File: src/rtl/ddr3_cont_cpu_rx.sv
// DDR3 controller CPU-side request receiver.
// Show-ahead FIFO of CPU requests {ADDR,BA,COL,CMD,WR_DATA} toward the scheduler,
// with a one-cycle-ahead CMD_RDY promise, halt freeze and sticky overflow flag.
// Optional macro DDR3_CONT_RX_STATS_EN builds saturating write/read push counters;
// without it wr_cnt and rd_cnt are tied to zero.
module ddr3_cont_cpu_rx #(
   parameter int DEPTH = 4
) (
   input  logic        cpu_clk,
   input  logic        reset,
   input  logic [14:0] ADDR,
   input  logic [2:0]  BA,
   input  logic [9:0]  COL,
   input  logic        CMD,
   input  logic [63:0] WR_DATA,
   input  logic        ADDR_VALID,
   output logic        CMD_RDY,
   input  logic        halt,
   output logic        req_valid,
   input  logic        req_ready,
   output logic [14:0] req_addr,
   output logic [2:0]  req_ba,
   output logic [9:0]  req_col,
   output logic        req_cmd,
   output logic [63:0] req_wdata,
   output logic        ovf_err,
   output logic [15:0] wr_cnt,
   output logic [15:0] rd_cnt
);

   localparam int PW = (DEPTH > 1) ? $clog2(DEPTH) : 1;
   localparam int EW = 15 + 3 + 10 + 1 + 64;

   typedef enum logic {RUN, HOLD} state_t;

   state_t            state, state_nxt;
   logic [EW-1:0]     mem [DEPTH];
   logic [EW-1:0]     last_head;
   logic [EW-1:0]     head;
   logic [PW-1:0]     wr_ptr, rd_ptr;
   logic [PW:0]       count;
   logic [PW+1:0]     cnt_plus_av;
   logic              full;
   logic              push, pop, ovf_hit;

   assign full        = (count == (PW+1)'(DEPTH));
   assign cnt_plus_av = {1'b0, count} + {{(PW+1){1'b0}}, ADDR_VALID};

   // Next state plus handshake decode; CMD_RDY ignores a same-cycle pop to stay conservative.
   always_comb begin
      state_nxt = state;
      CMD_RDY   = 1'b0;
      req_valid = 1'b0;
      pop       = 1'b0;
      push      = 1'b0;
      ovf_hit   = 1'b0;
      case (state)
         RUN:  if (halt)  state_nxt = HOLD;
         HOLD: if (!halt) state_nxt = RUN;
         default: state_nxt = RUN;
      endcase
      if (!reset) begin
         CMD_RDY   = (state == RUN) && (cnt_plus_av <= (PW+2)'(DEPTH - 1));
         req_valid = (state == RUN) && (count != '0);
         pop       = req_valid && req_ready;
         push      = ADDR_VALID && (!full || pop);
         ovf_hit   = ADDR_VALID && full && !pop;
      end
   end

   // State register.
   always_ff @(posedge cpu_clk) begin
      if (reset) state <= RUN;
      else       state <= state_nxt;
   end

   // Queue storage, pointers, occupancy, last-popped head and sticky overflow.
   always_ff @(posedge cpu_clk) begin
      if (reset) begin
         for (int i = 0; i < DEPTH; i++) mem[i] <= '0;
         wr_ptr    <= '0;
         rd_ptr    <= '0;
         count     <= '0;
         last_head <= '0;
         ovf_err   <= 1'b0;
      end else begin
         if (push) begin
            mem[wr_ptr] <= {ADDR, BA, COL, CMD, WR_DATA};
            wr_ptr      <= wr_ptr + PW'(1);
         end
         if (pop) begin
            last_head <= mem[rd_ptr];
            rd_ptr    <= rd_ptr + PW'(1);
         end
         case ({push, pop})
            2'b10:   count <= count + (PW+1)'(1);
            2'b01:   count <= count - (PW+1)'(1);
            default: count <= count;
         endcase
         if (ovf_hit) ovf_err <= 1'b1;
      end
   end

   // Head fields stay at the last popped entry once the queue runs dry.
   assign head = (count != '0) ? mem[rd_ptr] : last_head;
   assign {req_addr, req_ba, req_col, req_cmd, req_wdata} = head;

`ifdef DDR3_CONT_RX_STATS_EN
   logic [15:0] wr_cnt_q, rd_cnt_q;

   // Saturating counts of accepted writes and reads.
   always_ff @(posedge cpu_clk) begin
      if (reset) begin
         wr_cnt_q <= '0;
         rd_cnt_q <= '0;
      end else if (push) begin
         if (CMD && (wr_cnt_q != 16'hFFFF))  wr_cnt_q <= wr_cnt_q + 16'd1;
         if (!CMD && (rd_cnt_q != 16'hFFFF)) rd_cnt_q <= rd_cnt_q + 16'd1;
      end
   end

   assign wr_cnt = wr_cnt_q;
   assign rd_cnt = rd_cnt_q;
`else
   assign wr_cnt = '0;
   assign rd_cnt = '0;
`endif

endmodule

File: config.mk
export PLATFORM = sky130hd
export DESIGN_NAME = ddr3_cont_cpu_rx
export DESIGN_NICKNAME = d
export VERILOG_FILES = /design/src/rtl/ddr3_cont_cpu_rx.sv
export SDC_FILE = /design/constraint.sdc
export NUM_CORES = 1
export LEC_CHECK = 0
export ABC_AREA = 1
export CORE_MARGIN = 3
export CORE_UTILIZATION = 45
export CTS_CLUSTER_SIZE = 25
export DETAILED_ROUTE_END_ITERATION = 8
export PLACE_DENSITY = 0.74
export SLEW_MARGIN = 40
export SYNTH_ARGS = -nofsm -noshare
export SYNTH_HDL_FRONTEND = slang
export SYNTH_SLANG_ARGS = --single-unit
File: constraint.sdc
create_clock -name cpu_clk -period 8.6 [get_ports cpu_clk]
set_input_delay 0.86 -clock cpu_clk [delete_from_list [all_inputs] [get_ports cpu_clk]]
set_output_delay 0.86 -clock cpu_clk [all_outputs]
set_load 0.01 [all_outputs]
* Word level (Yosys, flattened, before mapping)
Memory sizes are Yosys's and may differ from the RTL's. A register that Yosys moved wholly into a read port is not among the register bits.
Cells that the tools add are included.
** Cells by class
- $add $sub $neg :: 5
- $mul :: 0
- Divide/modulo/power cells :: 0
- Magnitude comparators :: 1
- Equality and inequality tests :: 3
- Shifts and indexed selects :: 0
- Multiplexer cells :: 18
- Bitwise operators :: 1
- Reductions and logical operators :: 12
** Operators with widths (number)
- $mux 93 :: 2
- $reduce_or 93->1 :: 1
- $mux 1 :: 12
- $logic_and 1x1->1 :: 6
- $mux 2 :: 3
- $pmux 3 s2 :: 1
- $add 2x1->2 const B :: 2
- $add 3x1->4 :: 1
- $le 4x2->1 const B :: 1
- $add 3x1->3 const B :: 1
- $eq 3x3->1 const B :: 1
- $reduce_bool 3->1 :: 1
- $sub 3x1->3 const B :: 1
- $eq 2x1->1 const B :: 1
- $eq 2x2->1 const B :: 1
- $logic_not 1->1 :: 2
- $reduce_bool 2->1 :: 1
- $logic_or 1x1->1 :: 1
- $not 1->1 :: 1
** Word-level totals
- Flip-flop bits (word level) :: 102
- Latch bits :: 0
- Bits in writable memories :: 372
- Bits in read-only memories :: 0
- Input bits :: 98
- Output and inout port bits :: 128
- Word-level logic and storage cells :: 47
- Memories :: 1
** Memory list
- mem :: words 4, bits a word 93, rd ports 1, clocked after Yosys merged registers in 1, write ports 4, line 37 : logic [EW-1:0] mem [DEPTH];

* Depth between registers and ports, before layout
Gate-level depths: netlist (run 1).
- Word-level depth :: 11
- Depth in mapped cells :: 13
- Mapped depth without buffers :: 12

* Worst setup path after synthesis (run 1)
No wires, ideal clock.
- Kind :: input to register
- From :: input port reset
- To :: memory mem[0][0] in the netlist's numbering, enable pin
- Library setup time :: 0.673 ns
- Arrival :: 7.984 ns
- Data required time :: 7.927 ns
- Setup slack :: -0.057 ns
- Stages :: 5
- Path buffers :: 2
- Cell sequence :: buf_2 inv_2 nand4_4 buf_2 o21ai_0
** RTL lines
- from (decl) :: line 10 : input logic reset,
- to (decl) :: line 37

==> results.sh, run 1 <==
export IMPL_holdBufCountCts=0
export IMPL_leakage_nw=10.3
export IMPL_clk_pin_slew_ps=50
export IMPL_rr_startpoint="count[1]"
export IMPL_die_y_microns=228
export IMPL_hpwlAfterDp_mm=32.0
export IMPL_setup_viol=0
export IMPL_crit_arrival_ps=3390
export IMPL_grt_first_pass_wirelength_mm=88.1
export IMPL_worstPathRequired_ps=7740
export IMPL_clkSinkCount=476
export IMPL_timing_final_crit_share_pct=49.5
export IMPL_cp_end_kind="output pin"
export IMPL_worstSetupStartpointType="register"
export IMPL_critPathKind="register to output pin"
export IMPL_min_from="rd_ptr[1]"
export IMPL_layout_common_cells="edfxtp_1, nand2_1, inv_1, nor2_1, nor3_1"
export IMPL_fin_nets=2630
export IMPL_cts_root_buf="clkbuf_16"
export IMPL_status="finished clean"
export IMPL_ys_seq_elements=476
export IMPL_fin_crit_ps=4250
export IMPL_grt_ovfl_total=0
export IMPL_avgRoutedWirePerCell_microns=17.2
export IMPL_yosysUniqueCellTypes=28
export IMPL_critPathTopFamily="buffers and inverters"
export IMPL_clockBufferDepth=3
export IMPL_area_growth_pct=16.8
export IMPL_die_w_microns=228
export IMPL_final_cell_area_sq_um=26000
export IMPL_layout_commonest_cell="edfxtp_1"
export IMPL_n_antenna_cell=0
export IMPL_grt_usage_pct=20.9
export IMPL_core_area_sq_um=48300
export IMPL_cts_buffers=48
export IMPL_avgSynthCellArea_sq_um=9.10
export IMPL_ctsResizeCount=0
export IMPL_hold_viol=0
export IMPL_row_count=80
export IMPL_seq_area_frac_synth_pct=59.5
export IMPL_synthSimpleGateAreaFrac_pct=18.5
export IMPL_clk_insertion_delay_late_ps=580
export IMPL_cellPowerDensity_nw_per_um2=217
export IMPL_syn_inst=2448
export IMPL_tritoncts="built"
export IMPL_first_global_vias=16466
export IMPL_worst_pin_slew_ps=848
export IMPL_dieArea_sq_um=52200
export IMPL_rr_worst_depth=12
export IMPL_path_cells="buf_4 > o211ai_1 > a31oi_1 > clkdlybuf4s50_1"
export IMPL_drtIter0Drc=1528
export IMPL_reg2reg_slack_ps=5130
export IMPL_rr_endpoint="count[2]"
export IMPL_drv_cap=0
export IMPL_synth_top_family_by_area="simple AND/OR/NAND/NOR gates"
export IMPL_initial_utilization_pct=46.1
export IMPL_drc=0
export IMPL_worstHoldPathCells=2
export IMPL_hold_class="register to register"
export IMPL_crit_slowest_cell="dfxtp_4"
export IMPL_avgViaCountPerCell=5.27
export IMPL_yosys_warnings=0
export IMPL_path_buf_inv=2
export IMPL_antenna_found_initial=2
export IMPL_synth_fa_ha_area_share_pct=0.146
export IMPL_dr_pass1_iters=5
export IMPL_slowest_delay_ps=770
export IMPL_final_util_pct=53.8
export IMPL_placed_cell_area_sq_um=24400
export IMPL_cp_max_fo=63
export IMPL_syn_area_sq_um=22300
export IMPL_rsz0062_at_grt="false"
export IMPL_fin_worst_skew_ps=22.5
export IMPL_worst_slew_margin_rel_pct=43.5
export IMPL_grt_max_degree=141
export IMPL_postRouteWirelength_mm=55.6
export IMPL_slew_viol_final=0
export IMPL_ir_drop_v=0.000122
export IMPL_htreeDepth=2
export IMPL_port_buffers=193
export IMPL_drive_above_1_share_pct=4.98
export IMPL_vias=16986
export IMPL_postCtsSetupBuffers=0
export IMPL_yosys_area_share_xor_xnor_pct=0.0393
export IMPL_place_gp_congestion=0.761
export IMPL_fmax_ghz=0.235
export IMPL_synth_compound_area_share_pct=10.8
export IMPL_muxShareOfSynthArea_pct=0
export IMPL_pin_count=226
export IMPL_ant_nets=0
[synthesized netlist by cell type]
cell	number	share of area, %
fa_1	1	0.090
nor2_1	319	5.4
nand2_2	1	0.028
o21ai_0	191	4.3
conb_1	1	0.017
a21oi_1	102	2.3
o211ai_1	93	3.1
clkbuf_1	83	1.4
nand2_1	366	6.2
nor3_2	10	0.45
edfxtp_1	372	50
buf_1	9	0.15
nand3_2	3	0.13
inv_1	344	5.8
buf_4	37	1.2
inv_2	4	0.067
a31oi_1	39	1.1
nand4_4	1	0.096
dfxtp_1	104	9.4
buf_6	10	0.51
nand3_1	1	0.022
nand4_1	4	0.11
buf_2	79	1.8
ha_1	1	0.056
nor2_2	2	0.056
nor3_1	269	6.0
xor2_1	1	0.039
o21ai_1	1	0.022
[how the worst max path moves through the flow]
stage / endpoint / cells after the start
floorplan: mem[0][0] / 5
global placement: count[2] / 11
detailed placement: count[2] / 12
CTS: req_wdata[25] / 4
global route: req_addr[14] / 4
finish: req_addr[14] / 4
[area by class of cell]
| cell class | count | area, sq um |
|---|---|---|
| Clock buffer | 83 | 1550 |
| Clock inverter | 7 | 72.6 |
| Fill cell | 4124 | 22300 |
| Inverter | 348 | 1310 |
| Multi-Input combinational cell | 1437 | 6770 |
| Sequential cell | 476 | 13300 |
| Tap cell | 656 | 821 |
| Timing Repair Buffer | 219 | 2230 |
[registers in the layout, indices dropped and copies added, names as in the netlist, named ones only]
register   cells
ovf_err        1
count          3
rd_ptr         2
state          1
mem          372
last_head     93
wr_ptr         2
[metal layers]
metal | up-vias | wire length [microns] | GRT usage, %
met1 | 8060 | 23100 | 27.1
met4 | 4 | 1460 | 6.69
li1 | 8241 | - | -
met3 | 103 | 3700 | 3.56
met5 | - | 24 | 0
met2 | 578 | 27300 | 35.9
[worst register-to-register path, cell delays in order, from the launching register on]
cell and delay [ps]:
dfxtp_1 380, nor2_2 100, nand2_8 510, nand3_4 460
buf_12 330, inv_4 430, ha_1 290, inv_1 80
fa_1 380, nand2_1 80, nand3_1 90, o21ai_0 160
a21oi_1 60
[per-stage QoR]
| stage | cells | setup TNS [ps] | power (mW) | worst slack, ps | hold WS [ps] |
|---|---|---|---|---|---|
| CTS | 3224 | 0 | 5.67 | 4300 | 495 |
| global placement | 3131 | 0 | 3.56 | 3840 | 482 |
| global route | 3226 | 0 | 5.86 | 4070 | 516 |
| finish | 3226 | 0 | 5.63 | 4350 | 500 |
| detailed placement | 3134 | 0 | 3.58 | 3880 | 483 |
| floorplan | 2479 | -10580 | 3.21 | -56.9 | 470 |
[report_power, final]
part           total, mW  switching (mW)  internal [mW]
clock network       2.10           0.854           1.25
registers           2.66          0.0423           2.62
logic              0.871           0.541          0.329
total               5.63            1.44           4.19
[cell families after synthesis]
kind of cell	count (synthesis)
AO/OA/AOI/OAI	426
AND/OR/NAND/NOR	976
other	1
XOR/XNOR	1
adder cells (fa/ha/maj)	2
buffers and inverters	566
flip-flops	476
Note: power is estimated with default switching activity, not from simulation.
==> inputs of run 2 (changes only) <==
--- a/config.mk
+++ b/config.mk
@@ -10,7 +10,7 @@
 export CORE_UTILIZATION = 45
 export CTS_CLUSTER_SIZE = 25
 export DETAILED_ROUTE_END_ITERATION = 8
-export PLACE_DENSITY = 0.74
+export PLACE_DENSITY = 0.72
 export SLEW_MARGIN = 40
 export SYNTH_ARGS = -nofsm -noshare
 export SYNTH_HDL_FRONTEND = slang
==> constraint.sdc (replaced) <==
create_clock -name cpu_clk -period 4.1 [get_ports cpu_clk]
set_input_delay 0.41 -clock cpu_clk [delete_from_list [all_inputs] [get_ports cpu_clk]]
set_output_delay 0.41 -clock cpu_clk [all_outputs]
set_load 0.01 [all_outputs]
==> run 2 against run 1 <==
  * Via count fell by 0.33%
  * Total power increased by 110%
  * Sequential share of layout area down 0.39 points
  * Sequential cell count stayed put
  * Sequential power is 110% higher
  * Critical path depth up 3
  * Combinational power rose by 110%
  * Cell count rose by 0.53%
  * First-iteration DRC count decreased by 12%
  * Critical path type unchanged
==> results.sh, run 2 (same netlist as run 1, synthesis figures left out) <==
export IMPL_clk_insertion_delay_late_ps=580
export IMPL_drtIter0Drc=1348
export IMPL_drc=0
export IMPL_antenna_found_initial=2
export IMPL_p_clk_share_pct=38.2
export IMPL_grt_usage_pct=20.9
export IMPL_fin_worst_skew_ps=10.6
export IMPL_vias=16930
export IMPL_avgViaCountPerCell=5.22
export IMPL_first_global_vias=16718
export IMPL_rr_worst_depth=6
export IMPL_regMostFlops="mem"
export IMPL_tritoncts="built"
export IMPL_fmax_ghz=0.287
export IMPL_ir_drop_v=0.000243
export IMPL_initial_utilization_pct=46.1
export IMPL_p_int_mw=8.93
export IMPL_cts_root_buf="clkbuf_16"
export IMPL_holdWs_ps=450
export IMPL_die_w_microns=228
export IMPL_hpwlAfterDp_mm=31.3
export IMPL_worst_pin_slew_ps=902
export IMPL_ant_nets=0
export IMPL_nFillCells=4229
export IMPL_worstSetupStartpointType="register"
export IMPL_worst_slew_margin_rel_pct=39.9
export IMPL_min_from="ovf_err"
export IMPL_layout_commonest_cell="edfxtp_1"
export IMPL_switchingPower_mw=3.05
export IMPL_grt_ovfl_total=0
export IMPL_rr_endpoint="mem[1][17]"
export IMPL_cts_buffers=51
export IMPL_timing_final_crit_share_pct=84.9
export IMPL_fin_nets=2644
export IMPL_worstPathRequired_ps=3690
export IMPL_worstHoldPathCells=2
export IMPL_placed_cells=3146
export IMPL_dieArea_sq_um=52200
export IMPL_pin_count=226
export IMPL_core_area_sq_um=48300
export IMPL_clk_pin_slew_ps=60
export IMPL_power_mw=12.0
export IMPL_critPathKind="register to output pin"
export IMPL_pwr_share_comb_pct=15.2
export IMPL_drive_above_1_share_pct=5.30
export IMPL_crit_arrival_ps=3070
export IMPL_clockBufferDepth=3
export IMPL_htreeDepth=2
export IMPL_area_growth_pct=17.7
export IMPL_slew_viol_final=0
export IMPL_cp_end_kind="output pin"
export IMPL_hold_viol=0
export IMPL_cellPowerDensity_nw_per_um2=457
export IMPL_die_y_microns=228
export IMPL_clkSinkCount=476
export IMPL_rsz0062_at_grt="false"
export IMPL_setup_viol=0
export IMPL_postRouteWirelength_mm=55.3
export IMPL_row_count=80
export IMPL_reg_top3="mem (372), last_head (93), count (3)"
export IMPL_fin_cells=3243
export IMPL_port_buffers=193
export IMPL_place_gp_congestion=0.757
export IMPL_grt_first_pass_wirelength_mm=88.1
export IMPL_layout_common_cells="edfxtp_1, nand2_1, inv_1, nor2_1, nor3_1"
export IMPL_leakage_nw=10.4
export IMPL_cp_startpoint="count[1]"
export IMPL_fin_crit_ps=3480
export IMPL_drv_cap=0
export IMPL_holdBufCountCts=0
export IMPL_rr_startpoint="count[0]"
export IMPL_hold_class="register to register"
export IMPL_final_cell_area_sq_um=26200
export IMPL_power_frac_seq_pct=46.6
export IMPL_cp_max_fo=79
export IMPL_dr_pass1_iters=5
export IMPL_avgRoutedWirePerCell_microns=17.0
export IMPL_p_sw_share_pct=25.5
export IMPL_placed_cell_area_sq_um=24500
export IMPL_postCtsSetupBuffers=0
export IMPL_status="finished clean"
export IMPL_setup_tns_ps=0
export IMPL_hold_end="ovf_err"
export IMPL_largest_register_ffs=372
export IMPL_reg2reg_slack_ps=1420
export IMPL_ctsResizeCount=0
export IMPL_grt_max_degree=158
-- run 2: cell types whose count changed in the layout (fill, tap and decap cells not counted), moves of 2 or more --
cell / change
clkinv_1: +11
bufinv_16: +4
clkbuf_1: -4
buf_6: -4
clkinvlp_4: +2
clkbuf_16: +3
buf_4: +8
inv_4: -2
clkinv_2: +3
buf_12: +7
clkbuf_8: -14
-- run 2: area by class of cell --
| cell class | count | area [sq um] | area share [%] |
|---|---|---|---|
| antenna | 1 | 2.50 | 0.00955 |
| timing repair buffer | 230 | 2380 | 9.09 |
| multi-input combinational | 1437 | 6760 | 25.8 |
| inverter | 348 | 1310 | 5.01 |
| clock buffer | 68 | 1410 | 5.39 |
| sequential | 476 | 13300 | 50.6 |
| clock inverter | 27 | 256 | 0.978 |
| tap | 656 | 821 | 3.13 |
-- run 2: worst max-delay path, cell delays in order, from the launching register on --
cell             delay (ps)
dfxtp_1                 390
nor2_2                  100
nand2_8                 330
buf_16                  330
buf_4                   310
nor2_1                   60
a31oi_1                 270
clkdlybuf4s50_1         610
-- run 2: worst max path at each step --
stage                             end  slack [ps]
after detailed placement   mem[1][10]         900
after global placement     mem[1][17]         940
after global routing      req_addr[4]         420
final                     req_addr[4]         620
after CTS                 req_addr[3]         560
after floorplan             mem[2][0]       -1590
-- run 2: power groups by stage --
stage          clock network [mW]  logic (mW)  registers (mW)
2_1_floorplan                   0        1.05            5.67
3_3_place_gp                    0        1.77            5.68
3_5_place_dp                    0        1.82            5.69
4_1_cts                      4.67        1.83            5.59
5_1_grt                      4.85        2.01            5.61
6_report                     4.58        1.82            5.58
-- run 2: metal layers --
metal  global-route usage, %  up-vias  wire length [microns]
met2                    37.8      548                  28000
li1                        -     8268                      -
met4                    7.60        2                   1630
met3                    3.27       98                   3480
met5                       0        -                     13
met1                    25.3     8014                  22100
-- run 2: through the flow --
stage          setup WS, ps  util (%)
2_1_floorplan         -1590         -
3_3_place_gp            937      50.6
3_5_place_dp            904      50.7
4_1_cts                 558      54.2
5_1_grt                 420      54.2
6_report                619      54.2
==> inputs of run 3 (changes only) <==
--- a/config.mk
+++ b/config.mk
@@ -10,7 +10,7 @@
 export CORE_UTILIZATION = 45
 export CTS_CLUSTER_SIZE = 25
 export DETAILED_ROUTE_END_ITERATION = 8
-export PLACE_DENSITY = 0.72
+export PLACE_DENSITY = 0.74
 export SLEW_MARGIN = 40
 export SYNTH_ARGS = -nofsm -noshare
 export SYNTH_HDL_FRONTEND = slang
==> constraint.sdc (replaced) <==
create_clock -name cpu_clk -period 3.16 [get_ports cpu_clk]
set_input_delay 0.316 -clock cpu_clk [delete_from_list [all_inputs] [get_ports cpu_clk]]
set_output_delay 0.316 -clock cpu_clk [all_outputs]
set_load 0.01 [all_outputs]
==> run 3 against run 2 <==
  * First-iteration DRC count is 5.7% higher
  * Sequential cell count stayed put
  * Sequential share of layout area is 0.68 points lower
  * Setup slack worse by 450 ps
  * Die area stayed put
  * Largest power group unchanged
  * Highest routed layer unchanged
  * Largest cell class unchanged
  * Critical path depth is the same
  * Hold slack lost 79 ps
==> results.sh, run 3 (same netlist as run 1, synthesis figures left out) <==
export IMPL_htreeDepth=2
export IMPL_clk_pin_slew_ps=60
export IMPL_drtIter0Drc=1425
export IMPL_fin_nets=2656
export IMPL_tritoncts="built"
export IMPL_core_area_sq_um=48300
export IMPL_crit_path_frequent_cell="buf_12"
export IMPL_n_antenna_cell=0
export IMPL_cts_buffers=51
export IMPL_layout_commonest_cell="edfxtp_1"
export IMPL_port_buffers=193
export IMPL_postRouteWirelength_mm=57.9
export IMPL_ir_drop_v=0.000362
export IMPL_fin_crit_ps=2990
export IMPL_first_global_vias=16747
export IMPL_pre_cts_slack_ps=482
export IMPL_area_growth_pct=19.3
export IMPL_fin_worst_skew_ps=13.4
export IMPL_fin_ws_ps=167
export IMPL_multi_input_area_sq_um=6790
export IMPL_register_area_sq_um=13300
export IMPL_largest_register_ffs=372
export IMPL_antenna_found_initial=1
export IMPL_critPathTopFamily="buffers and inverters"
export IMPL_min_from="halt"
export IMPL_die_y_microns=228
export IMPL_cts_root_buf="clkbuf_16"
export IMPL_path_buf_inv=4
export IMPL_drive_above_1_share_pct=6.05
export IMPL_status="finished clean"
export IMPL_vias=17176
export IMPL_cp_startpoint="count[2]"
export IMPL_clkSinkCount=476
export IMPL_hpwlAfterDp_mm=31.5
export IMPL_grt_max_degree=168
export IMPL_layout_common_cells="edfxtp_1, nand2_1, inv_1, nor2_1, nor3_1"
export IMPL_setup_viol=0
export IMPL_drc=0
export IMPL_dr_pass1_iters=5
export IMPL_worst_pin_slew_ps=737
export IMPL_worstSetupStartpointType="register"
export IMPL_rr_worst_depth=13
export IMPL_pin_count=226
export IMPL_cp_end_kind="output pin"
export IMPL_clockBufferDepth=3
export IMPL_cellPowerDensity_nw_per_um2=603
export IMPL_die_w_microns=228
export IMPL_reg2reg_slack_ps=490
export IMPL_initial_utilization_pct=46.1
export IMPL_worstHoldPathCells=3
export IMPL_final_cell_area_sq_um=26600
export IMPL_worstPathRequired_ps=2840
export IMPL_clk_insertion_delay_late_ps=590
export IMPL_placed_cell_area_sq_um=24700
export IMPL_crit_arrival_ps=2680
export IMPL_leakage_nw=10.6
export IMPL_place_gp_congestion=0.788
export IMPL_regMostFlops="mem"
export IMPL_grt_ovfl_total=0
export IMPL_hold_class="input port to register"
export IMPL_cp_depth=7
export IMPL_drv_cap=0
export IMPL_slowest_delay_ps=570
export IMPL_fmax_ghz=0.334
export IMPL_critPathKind="register to output pin"
export IMPL_rsz0062_at_grt="false"
export IMPL_row_count=80
export IMPL_worst_slew_margin_rel_pct=50.9
export IMPL_final_util_pct=55.0
export IMPL_path_cells="inv_2 > nand2_8 > buf_12 > buf_12 > nand2_1 > nor2_2 > clkdlybuf4s50_1"
export IMPL_holdBufCountCts=0
export IMPL_slew_viol_final=0
export IMPL_setup_tns_ps=0
export IMPL_timing_final_crit_share_pct=94.7
export IMPL_rr_startpoint="count[2]"
export IMPL_crit_slowest_cell="clkdlybuf4s50_1"
export IMPL_grt_first_pass_wirelength_mm=90.8
export IMPL_hold_viol=0
export IMPL_ant_nets=0
export IMPL_reg_top3="mem (372), last_head (93), count (3)"
export IMPL_nFillCells=4201
export IMPL_cp_max_fo=38
export IMPL_grt_usage_pct=21.8
export IMPL_avgRoutedWirePerCell_microns=17.8
export IMPL_dieArea_sq_um=52200
export IMPL_avgViaCountPerCell=5.28
## run 3: cell types whose count changed in the layout (fill, tap and decap cells not counted), sizes merged
cell	change
diode	-1
clkinv	-7
nand2	+2
clkbuf	+6
bufinv	+2
buf	+10
clkinvlp	-2
## run 3: path summary, 6_finish.rpt
check / end
max: req_valid
min: state
max reg2reg: count[2]
min reg2reg: ovf_err
## run 3: tightest hold or removal path, stage by stage
cell and delay [ps]:
clkdlybuf4s50_1 430, inv_1 120, nor2_1 50
## run 3: area by class of cell
cell class | count | area share, %
clock buffers | 74 | 5.63
clock inverters | 20 | 1.06
inverters | 348 | 4.93
multi-input cells | 1439 | 25.6
flip-flops and latches | 476 | 49.9
well taps | 656 | 3.09
repair buffers | 240 | 9.81
## run 3: where the power goes
group / total [mW] / switching [mW] / internal [mW]
combinational: 2.49 / 1.51 / 0.979
sequential: 7.23 / 0.109 / 7.13
clock: 6.29 / 2.44 / 3.85
total: 16.0 / 4.06 / 12.0
## run 3: timing repair
item,4_1_cts,5_1_grt
setup endpoints to repair,22,21
pin swaps,1,2
gates resized for setup,1,1
buffers inserted,0,2
gates cloned,1,1
## run 3: metal layers
metal	track usage (%)	vias to the layer above	wire (microns)
met2	37.7	587	28700
met4	7.34	2	1360
met5	0	-	13
met3	3.45	87	3740
li1	-	8284	-
met1	27.9	8216	24100
## run 3: stage by stage
stage	cells	hold WS, ps	power (mW)
after floorplan	2479	423	8.70
final	3253	372	16.0
after CTS	3249	331	16.1
after detailed placement	3154	456	9.80
after global routing	3253	368	16.6
after global placement	3153	449	9.73
